### config.mk
export PLATFORM = sky130hd
export DESIGN_NAME = ped_crossing_ctrl
export DESIGN_NICKNAME = d
export VERILOG_FILES = /design/src/rtl/ped_crossing_ctrl.sv
export SDC_FILE = /design/constraint.sdc
export NUM_CORES = 1
export LEC_CHECK = 0
export BUFFER_PORTS_ARGS = -buffer_cell sky130_fd_sc_hd__buf_2
export CAP_MARGIN = 20
export CELL_PAD_IN_SITES_DETAIL_PLACEMENT = 1
export CELL_PAD_IN_SITES_GLOBAL_PLACEMENT = 2
export CORE_AREA = 10 10 72 74
export CTS_CLUSTER_DIAMETER = 50
export CTS_CLUSTER_SIZE = 30
export DETAILED_ROUTE_END_ITERATION = 10
export DIE_AREA = 0 0 82 84
export PLACE_DENSITY_LB_ADDON = 0.1
export SLEW_MARGIN = 0
export SYNTH_ARGS = -nofsm -noshare
export SYNTH_HDL_FRONTEND = slang
export SYNTH_SLANG_ARGS = --single-unit
### constraint.sdc
create_clock -name clock -period 4.67 [get_ports clock]
set_input_delay 0.7005 -clock clock [delete_from_list [all_inputs] [get_ports clock]]
set_output_delay 0.7005 -clock clock [all_outputs]
set_load 0.02 [all_outputs]
### src/rtl/ped_crossing_ctrl.sv
// Pedestrian crossing controller slaved to the vehicle light FSM: grants WALK then
// flashing DON'T-WALK inside the red interval, with abort on early red drop and sticky fault.
module ped_crossing_ctrl #(
    parameter int WALK_CYCLES  = 8,
    parameter int FLASH_CYCLES = 6,
    parameter int FLASH_HALF   = 1,
    parameter int CNT_W        = 5
) (
    input  logic             clock,
    input  logic             reset,
    input  logic             r,
    input  logic             y,
    input  logic             g,
    input  logic             ped_button,
    output logic             walk,
    output logic             dont_walk,
    output logic             flash,
    output logic [CNT_W-1:0] countdown,
    output logic             req_pending,
    output logic             abort,
    output logic             fault
);

    typedef enum logic [1:0] {
        DONT_WALK,
        WALK,
        FLASH,
        FAULT
    } state_t;

    localparam logic [CNT_W-1:0] CNT_LOAD  = CNT_W'(WALK_CYCLES + FLASH_CYCLES - 1);
    localparam logic [CNT_W-1:0] CNT_FLASH = CNT_W'(FLASH_CYCLES);
    localparam logic [CNT_W-1:0] HALF_LAST = CNT_W'(FLASH_HALF - 1);

    state_t           state_q;
    logic             sync1_q, sync2_q, sync3_q;
    logic             r_q;
    logic             walk_q, dont_walk_q, flash_q, req_pending_q, abort_q, fault_q;
    logic [CNT_W-1:0] cnt_q;
    logic [CNT_W-1:0] half_q;

    logic req_set, red_rise, onehot;

    assign req_set  = sync2_q & ~sync3_q;
    assign red_rise = r & ~r_q;
    // Odd number of lamps lit, excluding all three, is exactly one-hot for three bits.
    assign onehot   = (r ^ y ^ g) & ~(r & y & g);

    always_ff @(posedge clock) begin
        if (reset) begin
            state_q       <= DONT_WALK;
            sync1_q       <= 1'b0;
            sync2_q       <= 1'b0;
            sync3_q       <= 1'b0;
            r_q           <= 1'b0;
            walk_q        <= 1'b0;
            dont_walk_q   <= 1'b1;
            flash_q       <= 1'b0;
            req_pending_q <= 1'b0;
            abort_q       <= 1'b0;
            fault_q       <= 1'b0;
            cnt_q         <= '0;
            half_q        <= '0;
        end else begin
            sync1_q <= ped_button;
            sync2_q <= sync1_q;
            sync3_q <= sync2_q;
            r_q     <= r;
            abort_q <= 1'b0;
            if (!onehot) begin
                state_q     <= FAULT;
                fault_q     <= 1'b1;
                walk_q      <= 1'b0;
                dont_walk_q <= 1'b1;
                flash_q     <= 1'b0;
                cnt_q       <= '0;
            end else begin
                case (state_q)
                    DONT_WALK: begin
                        if (red_rise && (req_pending_q || req_set)) begin
                            state_q       <= WALK;
                            walk_q        <= 1'b1;
                            dont_walk_q   <= 1'b0;
                            req_pending_q <= 1'b0;
                            cnt_q         <= CNT_LOAD;
                        end else if (req_set) begin
                            req_pending_q <= 1'b1;
                        end
                    end
                    WALK: begin
                        if (!r) begin
                            state_q     <= DONT_WALK;
                            walk_q      <= 1'b0;
                            dont_walk_q <= 1'b1;
                            cnt_q       <= '0;
                            abort_q     <= 1'b1;
                        end else if (cnt_q == CNT_FLASH) begin
                            state_q     <= FLASH;
                            walk_q      <= 1'b0;
                            flash_q     <= 1'b1;
                            dont_walk_q <= 1'b1;
                            half_q      <= '0;
                            cnt_q       <= cnt_q - 1'b1;
                        end else begin
                            cnt_q <= cnt_q - 1'b1;
                        end
                    end
                    FLASH: begin
                        // A request during clearance is kept for the next red interval.
                        if (req_set) begin
                            req_pending_q <= 1'b1;
                        end
                        if (!r) begin
                            state_q     <= DONT_WALK;
                            flash_q     <= 1'b0;
                            dont_walk_q <= 1'b1;
                            cnt_q       <= '0;
                            abort_q     <= 1'b1;
                        end else if (cnt_q == '0) begin
                            state_q     <= DONT_WALK;
                            flash_q     <= 1'b0;
                            dont_walk_q <= 1'b1;
                        end else begin
                            cnt_q <= cnt_q - 1'b1;
                            if (half_q == HALF_LAST) begin
                                dont_walk_q <= ~dont_walk_q;
                                half_q      <= '0;
                            end else begin
                                half_q <= half_q + 1'b1;
                            end
                        end
                    end
                    FAULT: begin
                        state_q <= FAULT;
                    end
                    default: begin
                        state_q <= FAULT;
                    end
                endcase
            end
        end
    end

    assign walk        = walk_q;
    assign dont_walk   = dont_walk_q;
    assign flash       = flash_q;
    assign countdown   = cnt_q;
    assign req_pending = req_pending_q;
    assign abort       = abort_q;
    assign fault       = fault_q;

endmodule

# == Yosys cells after proc, flatten, opt, wreduce, memory -nomap -nowiden ==
# Index checks and enable logic that the tools add are counted.
# word_totals
reg_bits,22
in_bits,6
output_inout_bits,11
elab_cells,100
# op_classes
add_sub_neg,2
eq_ne,16
muxes,37
bitwise_logic,13
reduce_logical,19
# op_table
op,n
5-bit 2-to-1 mux,9
1-bit 2-to-1 mux,15
5-bit case mux with 3 select lines,1
2-bit 2-to-1 mux,6
"3-bit inequality test, second input constant",4
"4-bit inequality test, second input constant",3
5-bit zero test,2
"2-bit inequality test, second input constant",5
5-bit case mux with 2 select lines,1
3-bit AND reduction,3
2-bit case mux with 4 select lines,1
4-bit AND reduction,2
1-bit inverter,6
1-bit case mux with 2 select lines,3
6-bit AND reduction,1
2-bit nonzero test,3
"5-bit by 1-bit adder with 5-bit output, second input constant",1
1-bit bitwise AND,5
"5-bit by 3-bit equality test with 1-bit output, second input constant",1
"5-bit by 1-bit subtractor with 5-bit output, second input constant",1
"2-bit equality test, second input constant",2
2-bit OR reduction,2
1-bit case mux with 3 select lines,1
3-bit nonzero test,1
other kinds (7),8

# == Logic depth before layout (Yosys ltp) ==
# Gate-level depths: netlist of run 1.
# depth
depth_word,7
ltp_mapped,7
mapped_depth_nobuf,6

# == Least setup slack after synthesis of run 1 ==
# OpenSTA, ideal clock, no wires.
# synth_path
path_type,in2reg
from,input port y
to,register req_pending_q (netlist: req_pending)
arrival_time_ns,1.975
t_required_ns,4.579
slack_ns,2.604
path_stages,6
n_path_buf,1
cell_sequence,ha_1 -> nor3b_1 -> or2_2 -> clkbuf_1 -> a41oi_1 -> a311oi_1
# synth_between
elab_chain_len,5
word_cells_on_any_way,7
# synth_lines
element,line_no,rtl
"start, declared",12,"input logic y,"
1-bit bitwise AND (2 in a row),47,assign onehot = (r ^ y ^ g) & ~(r & y & g);
1-bit inverter,47,
1-bit bitwise AND *,47,
2-bit AND reduction (no line) *,n/a,
"end signal, assigned",59,req_pending_q <= 1'b0;
"end signal, assigned",84,req_pending_q <= 1'b0;
"end signal, assigned",87,req_pending_q <= 1'b1;
"end, declared",38,"logic walk_q, dont_walk_q, flash_q, req_pending_q, abort_q, fault_q;"
# Mark *: on every way between the ends. The rest lies on a longest branch, timed or not.
# A chain may end at the register's enable or synchronous reset.

# == Worst setup path after layout of run 1 ==
# layout_path
from,register cnt_q[0] (netlist: countdown[0])
to,register state_q[1]
# layout_between
elab_chain_len,3
word_cells_on_any_way,5
# layout_lines
element,line_no,rtl
"start, declared",39,logic [CNT_W-1:0] cnt_q;
"start signal, assigned",103,cnt_q <= cnt_q - 1'b1;
"start signal, assigned",105,cnt_q <= cnt_q - 1'b1;
"start signal, assigned",124,cnt_q <= cnt_q - 1'b1;
5-bit by 3-bit equality test with 1-bit output or 5-bit zero test (tied branches),"97, 119",
4-bit inequality test (no line),n/a,
3-bit AND reduction (no line) *,n/a,
"end signal, assigned",92,state_q <= DONT_WALK;
"end signal, assigned",98,state_q <= FLASH;
"end signal, assigned",114,state_q <= DONT_WALK;
"end, declared",35,state_t state_q;
# Marked as above.

==> results of run 1 <==
## logic make-up (layout without fill, tap and decap cells)
logic type | count (synthesis) | in the layout | synth area share [%]
simple gates | 62 | 62 | 26.9
compound gates | 45 | 45 | 24.5
flops | 22 | 22 | 33.8
buf+inv | 18 | 32 | 5.28
fa+ha+maj | 10 | 10 | 9.60
## path summary, 6_finish.rpt
kind | start | end | slack (ns) | cells after the start
worst max-delay path | countdown[0] | state_q[1] | 2.38 | 6
worst min-delay path | sync1_q | sync2_q | 0.45 | 1
worst max register to register | countdown[0] | state_q[1] | 2.38 | 6
worst min register to register | sync1_q | sync2_q | 0.45 | 1
## layout make-up
cell class / instances / share of cell area (%)
clock buffers: 3 / 2.76
clock inverters: 1 / 2.01
inverters: 12 / 3.02
multi-input cells: 117 / 53.2
flip-flops and latches: 22 / 29.5
well taps: 50 / 4.19
repair buffers: 16 / 5.36
## metrics by stage
| step | hold slack [ns] | instances | utilization [%] | power [mW] |
|---|---|---|---|---|
| finish | 0.450 | 221 | 38.7 | 0.544 |
| global route | 0.468 | 221 | 38.7 | 0.580 |
| CTS | 0.457 | 221 | 38.7 | 0.550 |
| detailed placement | 0.429 | 217 | 36.9 | 0.362 |
| global placement | 0.425 | 217 | 36.9 | 0.360 |
| floorplan | 0.414 | 157 | - | 0.318 |
## placed cells by master, fill, tap and decap left out, types with 2 or more instances in the layout
cell type / instances
a311oi_1: 4
nand3b_1: 2
nand2_1: 9
o21ai_0: 6
dfxtp_1: 22
o31ai_1: 4
nor3b_1: 3
ha_1: 10
nand3_1: 9
a31oi_1: 4
nor2b_1: 5
a41oi_1: 3
or4_1: 2
or2_2: 2
a32o_1: 4
nor3_1: 5
clkbuf_8: 3
nand2b_1: 2
buf_2: 16
or3_1: 2
nand4_1: 2
nor2_1: 11
o21a_1: 2
o22ai_1: 2
a21oi_1: 10
inv_1: 12
## metal layers
layer  vias to the layer above  global-route usage [%]
met2                        17                    19.5
li1                        616                       -
met3                         5                    2.69
met5                         -                       0
met4                         0                    3.25
met1                       636                    14.8
## worst max-delay path: stages (launching register included)
cell	delay, ns
dfxtp_1	0.36
inv_1	0.10
ha_1	0.25
nor4b_1	0.63
o22ai_1	0.28
or3_1	0.40
a31oi_1	0.19
## where the power goes
part           internal, mW  total (mW)  switching (mW)
logic                0.0509       0.149          0.0983
registers             0.198       0.208          0.0107
clock network         0.115       0.187          0.0719
==> reports/metrics.sh, run 1 <==
OUTCOME='finished, final reports clean'
GRT_PASS1_VIAS=1314
GRT.OVERFLOW.TOTAL=0
DRT_WL_TOTAL_UM=3840
NETLIST.TOP_CELL.BY_AREA='dfxtp_1'
CRITICAL_PATH_SINK_TYPE='flip-flop'
IRDROPWORSTVDD_mV=0.165
DRC_ERRORS=0
ARRIVAL_NS=2.48
SYNTH_AREA_LEADERS='dfxtp_1, ha_1, a21oi_1'
REQUIRED_TIME_AT_THE_ENDPOINT_OF_THE_CRITICAL_PATH_NS=4.87
CRITICAL_PATH_TYPE='reg2reg'
TOP_CELLS_BY_COUNT_SYNTH='dfxtp_1, inv_1, nor2_1'
AREA.SEQUENTIAL_UM2=440
DETAIL_ROUTE.WL_PER_CELL_UM=17.4
CTS_ROOT_BUFFER='clkbuf_8'
DR_WL_MET2_UM=1870
SYNTH_CELL_TYPE_COUNT=40
AREA_USED_BY_MULTI_INPUT_COMBINATIONAL_LOGIC_UM2=795
GATE_COUNT_AFTER_TECHNOLOGY_MAPPING=157
TOTALNEGATIVESETUPSLACK_NS=0
TRITONCTS.NUM_BUFFERS=3
SYNTH.TOP_CELL.AREA_SHARE_PCT=33.8
POST_SYNTH.CELL_AREA_AVG_UM2=8.30
GP_CONGESTION=0.775
CLK_LATENCY_NS=0.27
P_LEAK_nW=0.599
TIMING.MAX_SLEW.REL_SLACK_PCT=47.4
POST-DP-HPWL_UM=2890
MAXCAPVIOLATIONS=0
POST_CTS_RESIZE_COUNT=0
CLOCKBUFFERDEPTH=2
PLACE.PORT_BUFFERS=16
SETUP_SLACK_NS=2.38
TOTAL_NETS_AFTER_SYNTHESIS=173
FULL_DIE_AREA_MM2=0.00689
CLKSLEWWORSTSETUPHOLDPATHS_NS=0.09
ROW_COUNT=23
CTS_HTREE_LEVELS=1
FILLERS=498
GRT_MAX_DEGREE=18
POST_CTS_BUFFERS=0
AREA_GROWTH_SYN_TO_LAYOUT_PCT=14.6
FIN_WORST_SKEW_NS=0.00208
CORE_REGION_AREA_MM2=0.00386
DETAILED_PLACE.AREA_MM2=0.00142
SYNTH_SEQUENTIAL_AREA_RATIO_PCT=33.8
CRITPATHLAUNCHTYPE='flip-flop'
WIRELENGTH_MET1_UM=1790
HOLD_BUFS_INSERTED_AFTER_CTS=0
DRT_PRE_ANTENNA_ITERS=4
LAYOUT-DRIVE-GT1-SHARE_PCT=15.2
SYNTH_WARNINGS=0
YS_FF_LATCH=22
SYNTH.CELL_AREA_MM2=0.00130
POWER_DENSITY_mW_PER_MM2=364
WORST_SLEW_PIN_SLEW_NS=0.788
TIMING.HOLD.WORST.CLASS='reg2reg'
RSZ0062_AT_GRT='no'
WORST_PATH_MAXIMUM_FANOUT=5
POSTSYNTH.TOPFLOPCELL='dfxtp_1'
INITIAL_UTILIZATION_PCT=33.8
CHIPHEIGHT_UM=84
TRITONCTS_NUM_SINKS=22
SYNTH.MOST_COMMON_CELL='dfxtp_1'
GRT_FIRST_PASS_WIRELENGTH_UM=6580
IO_PINS=17
DETAIL_ROUTE.ITER0.VIOLATIONS=63
TIMING.FMAX_GHz=0.437
FINALMAXSLEWVIOLATIONS=0
TRITONCTS='built'
ROUTE.MET3.WL_UM=134
NUMBER_OF_ANTENNA_VIOLATIONS_AT_THE_FIRST_CHECK_IN_GLOBAL_ROUTING=0
SYNTH-EDFF-COUNT=0
INSERTEDDIODECOUNT=0
TOP_LAYER_USED='met4'
PERIOD_MINUS_SLACK_NS=2.29
VIAS_PER_CELL=5.76
SHARE_OF_SYNTHESIZED_REGISTERS_CARRYING_AN_ASYNC_SET_OR_RESET_PCT=0
POST-PLACE-WS_NS=2.14
FLOORPLAN.DIE.WIDTH_UM=82
NUM_VIAS=1274
NUM-NETS-FINAL=188
GRT_USE_TOTAL_PCT=11.9
FINAL-SETUP-VIOL-COUNT=0
TOTAL_COUNT_OF_HOLD_CHECK_FAILURES_IN_THE_FINAL_REPORT=0
FINAL_DESIGN_AREA_EXCLUDING_FILLERS_MM2=0.00149
FINAL_ANT_VIOL_NETS=0
SHARE_OF_THE_CLOCK_PERIOD_USED_BY_THE_WORST_PATH_PCT=49.0
(Power assumes the default switching activity.)
==> inputs of run 2 (changes only) <==
--- a/config.mk
+++ b/config.mk
@@ -9,11 +9,11 @@
 export CAP_MARGIN = 20
 export CELL_PAD_IN_SITES_DETAIL_PLACEMENT = 1
 export CELL_PAD_IN_SITES_GLOBAL_PLACEMENT = 2
-export CORE_AREA = 10 10 72 74
+export CORE_AREA = 10 10 74 76
 export CTS_CLUSTER_DIAMETER = 50
 export CTS_CLUSTER_SIZE = 30
 export DETAILED_ROUTE_END_ITERATION = 10
-export DIE_AREA = 0 0 82 84
+export DIE_AREA = 0 0 84 86
 export PLACE_DENSITY_LB_ADDON = 0.1
 export SLEW_MARGIN = 0
 export SYNTH_ARGS = -nofsm -noshare
==> constraint.sdc (replaced) <==
create_clock -name clock -period 2.3 [get_ports clock]
set_input_delay 0.345 -clock clock [delete_from_list [all_inputs] [get_ports clock]]
set_output_delay 0.345 -clock clock [all_outputs]
set_load 0.02 [all_outputs]
==> run 2 against run 1 <==
Clock skew up 0.00076 ns. Wire length down 0.10%. Sequential power up 100%. Clock power up 93%. First-iteration DRC count down 1.6%. Critical path depth down 1. Clock-buffer cell count unchanged. Non-clock buffer count up 5.
==> reports/metrics.sh, run 2 (same netlist as run 1, synthesis figures left out) <==
LAYOUT.CELLS.MOST_COMMON='dfxtp_1'
DETAIL_ROUTE.ITER0.VIOLATIONS=62
WORSTHOLDENDPOINT='sync1_q'
IO_PINS=17
FLOORPLAN.DIE.WIDTH_UM=84
RSZ0062_AT_GRT='no'
CRITICAL_PATH_SINK_TYPE='flip-flop'
INITIAL_UTILIZATION_PCT=32.8
WORST_PATH_MAXIMUM_FANOUT=7
TIMING.FMAX_GHz=0.484
MOSTFREQUENTLAYOUTCELLS='dfxtp_1, buf_2, inv_1'
NUM_VIAS=1269
GRT_USE_TOTAL_PCT=10.9
CLK_LATENCY_NS=0.26
FINAL_ANT_VIOL_NETS=0
REQUIRED_TIME_AT_THE_ENDPOINT_OF_THE_CRITICAL_PATH_NS=2.50
DRT_PRE_ANTENNA_ITERS=4
NUM-NETS-FINAL=193
REGTOREGSETUPSLACK_NS=0.23
NUMBER_OF_ANTENNA_VIOLATIONS_AT_THE_FIRST_CHECK_IN_GLOBAL_ROUTING=0
DRT_WL_TOTAL_UM=3830
CTS_ROOT_BUFFER='clkbuf_8'
TOTAL_COUNT_OF_HOLD_CHECK_FAILURES_IN_THE_FINAL_REPORT=0
TIMING.MAX_SLEW.REL_SLACK_PCT=69.1
FIN_WORST_SKEW_NS=0.00283
CLOCK_POWER_SHARE_PCT=32.6
LAYOUT-DRIVE-GT1-SHARE_PCT=17.6
TRITONCTS='built'
P_LEAK_nW=0.623
SETUP_SLACK_NS=0.233
GP_CONGESTION=0.798
HOLD-PATH-CELL-COUNT=2
INSERTEDDIODECOUNT=0
TOTALNEGATIVESETUPSLACK_NS=0
CHIPHEIGHT_UM=86
CLOCKBUFFERDEPTH=2
POST_CTS_RESIZE_COUNT=0
MAXCAPVIOLATIONS=0
CELL_INTERNAL_PWR_mW=0.756
GRT_FIRST_PASS_WIRELENGTH_UM=6600
WORST_SLEW_PIN_SLEW_NS=0.460
POWER_SWITCHING_mW=0.354
CLKSLEWWORSTSETUPHOLDPATHS_NS=0.08
GRT_PASS1_VIAS=1343
AREA_GROWTH_SYN_TO_LAYOUT_PCT=17.5
VIAS_PER_CELL=5.62
PLACE.PORT_BUFFERS=16
DETAILED_PLACE.AREA_MM2=0.00146
TRITONCTS.NUM_BUFFERS=3
OUTCOME='finished, final reports clean'
GRT_MAX_DEGREE=17
ARRIVAL_NS=2.27
TRITONCTS_NUM_SINKS=22
DRC_ERRORS=0
POST-DP-HPWL_UM=2970
CORE_REGION_AREA_MM2=0.00397
FINAL_DESIGN_AREA_EXCLUDING_FILLERS_MM2=0.00153
TIMING.RR.START='countdown[0]'
REG2REG_TO='countdown[4]'
SHARE_OF_THE_CLOCK_PERIOD_USED_BY_THE_WORST_PATH_PCT=89.9
FINALMAXSLEWVIOLATIONS=0
FULL_DIE_AREA_MM2=0.00722
PERIOD_MINUS_SLACK_NS=2.07
DETAIL_ROUTE.WL_PER_CELL_UM=17.0
IRDROPWORSTVDD_mV=0.319
CTS_HTREE_LEVELS=1
GRT.OVERFLOW.TOTAL=0
FINAL-SETUP-VIOL-COUNT=0
TIMING.HOLD.WORST.CLASS='in2reg'
CRITICAL_PATH_TYPE='reg2reg'
SEQPWRFRAC_PCT=38.1
FF_TO_FF_PATH_DEPTH=5
COMBINATIONAL_GROUP_SHARE_OF_TOTAL_POWER_PCT=29.3
POST-PLACE-WS_NS=0.207
POST_CTS_BUFFERS=0
HOLD_BUFS_INSERTED_AFTER_CTS=0
CRITPATHLAUNCHTYPE='flip-flop'
POWER.SHARE.SWITCHING_PCT=31.9
TOTAL_POWER_mW=1.11
ROW_COUNT=23
POWER_DENSITY_mW_PER_MM2=725
WORSTHOLDSTART='ped_button'
==> run 2: area by class of cell <==
cell class	count	area, um2
Fill cell	493	2440
Multi-Input combinational cell	117	795
Sequential cell	22	440
Timing Repair Buffer	21	118
Tap cell	50	62.6
Inverter	12	45.0
Clock buffer	3	41.3
Clock inverter	1	30.0
==> run 2: per-layer routing <==
metal  part of all wire [%]  GRT usage [%]  up-vias
li1                       -              -      622
met1                     48           12.7      625
met2                     48           19.3       18
met3                    3.5           2.93        4
met4                   0.81           2.74        0
met5                      0              0        -
==> run 2: stage by stage <==
stage | hold WS, ns | std cells | util (%)
final | 0.301 | 226 | 38.6
after global routing | 0.332 | 226 | 38.6
after CTS | 0.301 | 226 | 38.6
after detailed placement | 0.448 | 222 | 36.8
after global placement | 0.434 | 222 | 36.8
after floorplan | 0.414 | 157 | -
==> run 2: critical path: stages, from the launching register on <==
cell and delay [ns]:
dfxtp_1 0.35, inv_1 0.09, ha_1 0.23, or4b_1 0.63, or4_1 0.56, a21oi_1 0.13
==> run 2: power by group through the flow <==
stage	combinational [mW]	clock, mW	sequential, mW
5_1_grt	0.364	0.397	0.427
3_3_place_gp	0.321	0	0.431
2_1_floorplan	0.205	0	0.441
3_5_place_dp	0.325	0	0.432
4_1_cts	0.327	0.376	0.423
6_report	0.325	0.361	0.423
==> run 2: worst max-delay path by stage <==
stage | depth (start not counted) | end | start
2_1_floorplan | 6 | countdown[4] | countdown[0]
6_report | 5 | countdown[4] | countdown[0]
5_1_grt | 5 | countdown[4] | countdown[0]
4_1_cts | 5 | countdown[4] | countdown[0]
3_5_place_dp | 6 | half_q[2] | y
3_3_place_gp | 5 | countdown[4] | countdown[0]
